## config.mk

```make
export PLATFORM = sky130hd
export DESIGN_NAME = micro_sequencer
export DESIGN_NICKNAME = d
export VERILOG_FILES = /design/src/rtl/micro_sequencer_pkg.sv /design/src/rtl/micro_stack.sv /design/src/rtl/micro_sequencer.sv
export SDC_FILE = /design/constraint.sdc
export NUM_CORES = 1
export LEC_CHECK = 0
export CORE_MARGIN = 3
export CORE_UTILIZATION = 30
export CTS_CLUSTER_DIAMETER = 100
export CTS_CLUSTER_SIZE = 16
export DETAILED_ROUTE_END_ITERATION = 10
export GPL_ROUTABILITY_DRIVEN = 1
export GPL_TIMING_DRIVEN = 0
export HOLD_SLACK_MARGIN = 0.08
export PLACE_DENSITY = 0.58
export SETUP_SLACK_MARGIN = 0.02
export SYNTH_ARGS = -nofsm -noshare
export SYNTH_HDL_FRONTEND = slang
export SYNTH_SLANG_ARGS = --single-unit
```

## constraint.sdc

```tcl
create_clock -name clock -period 3.3 [get_ports clock]
set_input_delay 0.99 -clock clock [delete_from_list [all_inputs] [get_ports clock]]
set_output_delay 0.99 -clock clock [all_outputs]
set_load 0.05 [all_outputs]
```

## src/rtl/micro_sequencer_pkg.sv

```systemverilog
// Shared widths, opcode and state encodings for the microcode sequencer.
package micro_sequencer_pkg;

    localparam int unsigned ADDR_W      = 6;
    localparam int unsigned C_W         = 6;
    localparam int unsigned T_W         = 7;
    localparam int unsigned OP_W        = 3;
    localparam int unsigned WORD_W      = 16;
    localparam int unsigned STACK_DEPTH = 4;
    localparam int unsigned SP_W        = 3;
    localparam int unsigned IDX_W       = 2;

    typedef enum logic [OP_W-1:0] {
        OP_NEXT = 3'b000,
        OP_JUMP = 3'b001,
        OP_BRZ  = 3'b010,
        OP_CALL = 3'b011,
        OP_RET  = 3'b100,
        OP_HALT = 3'b101,
        OP_RSV6 = 3'b110,
        OP_RSV7 = 3'b111
    } op_e;

    typedef enum logic [1:0] {
        ST_IDLE  = 2'b00,
        ST_RUN   = 2'b01,
        ST_HALT  = 2'b10,
        ST_ERROR = 2'b11
    } state_e;

    // Microcode word layout: {op, T, C}
    typedef struct packed {
        op_e            op;
        logic [T_W-1:0] t;
        logic [C_W-1:0] c;
    } uword_t;

endpackage

```

## src/rtl/micro_stack.sv

```systemverilog
// Four-entry return-address stack; callers must not push when full or pop when empty.
module micro_stack
    import micro_sequencer_pkg::*;
(
    input  logic              clock,
    input  logic              reset,
    input  logic              clear,
    input  logic              push,
    input  logic              pop,
    input  logic [ADDR_W-1:0] push_data,
    output logic              full,
    output logic              empty,
    output logic [ADDR_W-1:0] top
);

    logic [SP_W-1:0]   sp_q;
    logic [SP_W-1:0]   sp_d;
    logic [ADDR_W-1:0] mem_q [STACK_DEPTH];
    logic [IDX_W-1:0]  top_idx;

    // Occupancy flags and top-of-stack read
    always_comb begin
        full    = (sp_q == SP_W'(STACK_DEPTH));
        empty   = (sp_q == '0);
        top_idx = IDX_W'(sp_q - SP_W'(1));
        top     = mem_q[top_idx];
    end

    // Next stack pointer; clear wins over push/pop
    always_comb begin
        sp_d = sp_q;
        if (clear) begin
            sp_d = '0;
        end else if (push && !full) begin
            sp_d = sp_q + SP_W'(1);
        end else if (pop && !empty) begin
            sp_d = sp_q - SP_W'(1);
        end
    end

    // Stack pointer register
    always_ff @(posedge clock) begin
        if (reset) begin
            sp_q <= '0;
        end else begin
            sp_q <= sp_d;
        end
    end

    // Entry storage; contents are unreachable after reset so they are not cleared
    always_ff @(posedge clock) begin
        if (push && !full && !clear && !reset) begin
            mem_q[sp_q[IDX_W-1:0]] <= push_data;
        end
    end

endmodule

```

## src/rtl/micro_sequencer.sv

```systemverilog
// Microcode sequencer: fetches from an external ROM, resolves flow control and
// drives registered C/T fields to the next pipeline stage.
module micro_sequencer
    import micro_sequencer_pkg::*;
(
    input  logic              clock,
    input  logic              reset,
    input  logic              start,
    input  logic [ADDR_W-1:0] start_addr,
    input  logic              stall,
    input  logic              cond,
    output logic [ADDR_W-1:0] rom_addr,
    input  logic [WORD_W-1:0] rom_data,
    output logic [C_W-1:0]    C_out,
    output logic [T_W-1:0]    T_out,
    output logic              valid_out,
    output logic              busy,
    output logic              done,
    output logic              error
);

    state_e            state_q, state_d;
    logic [ADDR_W-1:0] upc_q, upc_d;
    logic [C_W-1:0]    c_q, c_d;
    logic [T_W-1:0]    t_q, t_d;
    logic              valid_q, valid_d;

    uword_t            word;
    logic [ADDR_W-1:0] upc_inc;
    logic              stk_clear;
    logic              stk_push;
    logic              stk_pop;
    logic              stk_full;
    logic              stk_empty;
    logic [ADDR_W-1:0] stk_top;

    assign word    = uword_t'(rom_data);
    assign upc_inc = upc_q + ADDR_W'(1);

    micro_stack u_stack (
        .clock     (clock),
        .reset     (reset),
        .clear     (stk_clear),
        .push      (stk_push),
        .pop       (stk_pop),
        .push_data (upc_inc),
        .full      (stk_full),
        .empty     (stk_empty),
        .top       (stk_top)
    );

    // Next-state, program counter, stack control and output field decode
    always_comb begin
        state_d   = state_q;
        upc_d     = upc_q;
        c_d       = c_q;
        t_d       = t_q;
        valid_d   = valid_q;
        stk_clear = 1'b0;
        stk_push  = 1'b0;
        stk_pop   = 1'b0;

        case (state_q)
            ST_IDLE, ST_HALT: begin
                c_d     = '0;
                t_d     = '0;
                valid_d = 1'b0;
                if (start) begin
                    upc_d     = start_addr;
                    stk_clear = 1'b1;
                    state_d   = ST_RUN;
                end
            end
            ST_RUN: begin
                if (!stall) begin
                    c_d     = '0;
                    t_d     = '0;
                    valid_d = 1'b0;
                    case (word.op)
                        OP_JUMP: upc_d = word.c;
                        OP_BRZ:  upc_d = cond ? upc_inc : word.c;
                        OP_CALL: begin
                            if (stk_full) begin
                                state_d = ST_ERROR;
                            end else begin
                                stk_push = 1'b1;
                                upc_d    = word.c;
                            end
                        end
                        OP_RET: begin
                            if (stk_empty) begin
                                state_d = ST_ERROR;
                            end else begin
                                stk_pop = 1'b1;
                                upc_d   = stk_top;
                            end
                        end
                        OP_HALT: state_d = ST_HALT;
                        default: begin
                            c_d     = word.c;
                            t_d     = word.t;
                            valid_d = 1'b1;
                            upc_d   = upc_inc;
                        end
                    endcase
                end
            end
            default: begin
                c_d     = '0;
                t_d     = '0;
                valid_d = 1'b0;
            end
        endcase
    end

    // State, program counter and pipeline output registers
    always_ff @(posedge clock) begin
        if (reset) begin
            state_q <= ST_IDLE;
            upc_q   <= '0;
            c_q     <= '0;
            t_q     <= '0;
            valid_q <= 1'b0;
        end else begin
            state_q <= state_d;
            upc_q   <= upc_d;
            c_q     <= c_d;
            t_q     <= t_d;
            valid_q <= valid_d;
        end
    end

    // Status flags are pure state decodes
    always_comb begin
        rom_addr  = upc_q;
        C_out     = c_q;
        T_out     = t_q;
        valid_out = valid_q;
        busy      = (state_q == ST_RUN);
        done      = (state_q == ST_HALT);
        error     = (state_q == ST_ERROR);
    end

endmodule

```

; Word level (Yosys, flattened, before mapping)
; Memory sizes are Yosys's and may differ from the RTL's.
; Index checks and enable logic that the tools add are counted.
; W data, S select, Z words.
[op_classes]
addsub = 3
eq_ne = 17
n_mux = 30
n_bitwise = 1
n_reduce_logical = 18
[op_table]
columns = operator, count
row1 = $mux W6, 6
row2 = $pmux W6 S5, 1
row3 = $mux W1, 13
row4 = $pmux W6 S2, 1
row5 = $reduce_and A6 Y1, 2
row6 = $eq A3 B3 Y1 const B, 3
row7 = $mux W2, 4
row8 = $mux W7, 1
row9 = $add A6 B1 Y6 const B, 1
row10 = $eq A3 B2 Y1 const B, 2
row11 = $mux W3, 2
row12 = $ne A2 B2 Y1 const B, 3
row13 = $ne A3 B2 Y1 const B, 2
row14 = $ne A3 B3 Y1 const B, 2
row15 = $pmux W2 S3, 1
row16 = $reduce_or A2 Y1, 3
row17 = $reduce_or A5 Y1, 1
row18 = $eq A2 B2 Y1 const B, 2
row19 = $logic_and A1 B1 Y1, 4
row20 = $logic_not A1 Y1, 4
row21 = $ne A4 B1 Y1 const B, 1
row22 = $pmux W2 S2, 1
row23 = $reduce_bool A2 Y1, 2
row24 = $add A3 B1 Y3 const B, 1
row25 = 6 further kinds, 6
[word_totals]
reg_bits = 25
ramBits = 24
inputBits = 27
output_inout_bits = 23
n_memories = 1
[memory_table]
columns = memory, depth, width, read_ports, rd_clocked_by_memory_dff, wr, line
row1 = u_stack.mem_q, 4, 6, 1, 0, 1, micro_stack.sv:18  ; logic [ADDR_W-1:0] mem_q [STACK_DEPTH];

; Depth between registers and ports, before layout
[logic_depth]
word_depth = 10
ltp_mapped = 8
mapped_depth_nobuf = 7

; Hierarchy
; From an unflattened synthesis, not the netlist that was laid out.
[unflattened]
hier_cells = 195
area_unflattened_um2 = 2290.9
[modules_own_cells]
columns = module, instances, cells_each, area_per_inst_um2, seq_area_each_um2
row1 = micro_stack, 1, 67, 1168.6, 780.7
row2 = micro_sequencer, 1, 128, 1122.3, 440.4

; Least setup slack after synthesis
; OpenSTA, ideal clock, no wires.
[synth_timing]
path_kind = input port to flip-flop
start = in rom_data[15]
end = reg upc_q[0], in the netlist rom_addr[0]
setup_ns = 0.096
arrival_ns = 2.551
required_ns = 3.204
path_slack_ns = 0.653
path_stages = 7
path_cell_list = buf_4 > and3b_1 > clkbuf_2 > mux2_2 > a311o_1 > or4b_1 > o311ai_1
[synth_via]
elab_chain_len = 4
elab_cells_between_ends = 12
classes_between = 8 x eq/ne / 3 x mux / 1 x reduce/logical
[synth_rtl]
columns = item, line
row1 = start: declaration, micro_sequencer.sv:13  ; input logic [WORD_W-1:0] rom_data,
row2 = "$eq A3 B3 Y1, or another cell as far along", micro_sequencer.sv:79  ; case (word.op)
row3 = $pmux W6 S5, micro_sequencer.sv:79
row4 = $mux W6, micro_sequencer.sv:75  ; if (!stall) begin
row5 = $pmux W6 S2, micro_sequencer.sv:63  ; case (state_q)
row6 = end signal: assignment, micro_sequencer.sv:126  ; upc_q <= upc_d;
row7 = end: declaration, micro_sequencer.sv:23  ; logic [ADDR_W-1:0] upc_q, upc_d;
; Parallel ways exist; a longest one is shown, timed or not. The select of a mux whose other input is x is not followed.
; A chain may end at the register's enable or synchronous reset.

; Worst setup path in the final report
[layout_timing]
start = reg state_q[1]
end = out busy
[layout_via]
elab_chain_len = 1
[layout_rtl]
columns = item, line
row1 = start: declaration, micro_sequencer.sv:22  ; state_e state_q, state_d;
row2 = start signal: assignment, micro_sequencer.sv:125  ; state_q <= state_d;
row3 = $eq A2 B1 Y1, micro_sequencer.sv:139  ; busy = (state_q == ST_RUN);
row4 = end: declaration, micro_sequencer.sv:17  ; output logic busy,
; Every way passes these cells.

==> metrics.md <==
| Metric | Value |
|---|---|
| Kind of end point of the critical path | `output pin` |
| Die Ht | `93.6 um` |
| Fin. Hold Viols | `0` |
| Initial DRC Count | `51` |
| Final Cycle Share | `92.0%` |
| Status | `complete, no violations` |
| Relative slew slack | `58.0%` |
| Synth Register Bits | `49` |
| Routed WL per cell | `15.2 um` |
| Min cycle time layout | `3040 ps` |
| Crit path launch type | `flip-flop` |
| Pins Over Slew Limit | `0` |
| Initial antenna violation count | `0` |
| GPL Wtd Cong | `between 0.7 and 0.8` |
| IO Port Bufs | `47` |
| Largest net degree at the start of global routing | `16` |
| Final ANT Viol Nets | `0` |
| Worst Path Arrival | `2050 ps` |
| Unrepaired setup endpoints after global routing | `false` |
| DRC | `0` |
| Vias in the first global route | `1733` |
| Clock Sinks | `between 40 and 50` |
| HPWL Detailed | `4.03 mm` |
| Worst-skew pair later-pin latency | `between 300 and 400 ps` |
| Sequential area share after synthesis | `between 50% and 60%` |
| Cells after Synth | `205` |
| Synth unique cells | `45` |
| Crit path kind | `flip-flop to output pin` |
| Root Driver | `clkbuf_8` |
| Synthesized area per cell | `11.2 sq um` |
| Worst hold slack | `493 ps` |
| Async S/R FF share, synth | `0%` |
| Final Skew | `16.4 ps` |
| EDFF count, synth | `24` |
| Main flop type after synthesis | `dfxtp_1` |
| Depth of the CTS H-tree | `2` |
| CTS tree | `done` |
| DR vias/cell | `4.75` |
| DIE AREA | `8750 sq um` |
| IO Pins | `50` |
| Maxcap violations | `0` |
| Final Power | `between 0.001 and 0.0015 W` |
| Final WL | `5.44 mm` |
| Layout area overhead | `29.5%` |
| Post-Syn Area | `between 2000 and 2500 sq um` |
| Routed vias | `1705` |
| FMAX | `329 MHz` |
| Share of cells above drive strength 1 | `9.62%` |
| Clk slew on worst S/H paths | `100 ps` |
| CTS Buf Count | `5` |
| CORE AREA | `7330 sq um` |
| Gr ovfl total | `0` |
| GRT Overall Usage | `around an eighth` |
| Most frequent cells in the layout | `clkdlybuf4s50_1, nor2_1, dfxtp_1, edfxtp_1, a22oi_1` |
| P_leak | `1.01 nW` |
| Worst vdd ir | `0.153 mV` |
| Syn Nets | `238` |
| Slew @ Worst Pin | `630 ps` |
| Req. time, crit path | `2310 ps` |
| First-pass GRT wire length | `8.71 mm` |
| Power per cell area | `414 nW/um^2` |
| Maximum clock path buffer count | `2` |
| Worst-path fanout max | `10` |
| Ys Warns | `0` |
| Fin Setup TNS | `0 ps` |
| Post-CTS sizing | `1` |
| Cts hold-fix bufs | `0` |
| Setup-failing EPs final | `0` |
| Std cell rows | `31` |
| Initial core utilization | `between 30% and 40%` |
| Drt pass-1 iters | `4` |
| Die width | `between 90 and 100 um` |
| Nets | `292` |
| Antenna Cells | `0` |
| Post CTS Setup Buffer Count | `0` |
| Most common cell after layout, fill and taps aside | `clkdlybuf4s50_1` |
| Tightest Hold Check Type | `flip-flop to flip-flop` |
==> layout make-up <==
cell class	instances	area (sq um)
buffer	14	60.1
clock buffer	5	68.8
clock inverter	3	17.5
fill	701	4350
inverter	8	30.0
multi-input combinational	134	988
sequential	49	1220
tap	99	124
timing repair buffer	47	469
==> metrics by stage <==
step	setup WS [ps]	instance area [sq um]	instances	utilization, %
2_1_floorplan	653	2300	205	-
3_3_place_gp	58.2	2890	351	39.5
3_5_place_dp	8.12	2890	351	39.5
4_1_cts	249	2980	359	40.6
5_1_grt	132	2980	359	40.6
6_report	263	2980	359	40.6
==> where the power goes <==
group / internal [W] / total, W / switching (W)
clock network: 0.000146 / 0.000348 / 0.000202
logic: 0.0000873 / 0.000216 / 0.000128
registers: 0.000655 / 0.000671 / 0.0000151
==> flip-flops by register name (all words and copies together), names as in the netlist <==
name and cells:
rom_addr 6, valid_out 1, T_out 7, u_stack.sp_q 3
C_out 6, state_q 2, u_stack.mem_q 24
==> routing by layer <==
layer | global-route usage, % | share of wire, %
met1 | 16.8 | 47
met2 | 21.3 | 46
met3 | 3.30 | 5.3
met4 | 2.89 | 0.88
met5 | 0 | 0
==> cells by family (layout without fill, tap and decap cells) <==
family,after synthesis,count (layout),synth area share (%)
AND/OR/NAND/NOR,67,67,14.7
flip-flops,49,49,53.1
AO/OA/AOI/OAI,46,46,15.5
buffers and inverters,22,77,3.92
multiplexers,9,9,7.24
adder cells (fa/ha/maj),6,6,3.26
XOR/XNOR,6,6,2.29
==> cell usage after synthesis, drive strengths merged (4+ instances only) <==
library cell  instances  area [sq um]
and2                  5          31.3
nand2b                4          25.0
nor3                  4          20.0
clkbuf               11          42.5
mux4                  6           135
nand2                 7          26.3
edfxtp               24           721
a22oi                13          97.6
inv                   8          30.0
xnor2                 4          35.0
ha                    6          75.1
a221o                 4          40.0
a21oi                10          50.1
dfxtp                25           500
nor2                 30           113
==> worst max-delay path, cell delays in order (launching register included) <==
cell and delay, ps:
dfxtp_1 340, nand2b_1 140, buf_2 180, inv_2 100, clkbuf_1 390, dlygate4sd2_1 590
==> worst paths after layout <==
kind                        start          end  slack [ps]  depth (start not counted)
setup / recovery       state_q[1]         busy         260                          5
hold / removal          valid_out    valid_out         490                          2
setup reg to reg  u_stack.sp_q[0]  rom_addr[3]         390                          8
hold reg to reg         valid_out    valid_out         490                          2
No activity file was read; power rests on OpenSTA's default activity.
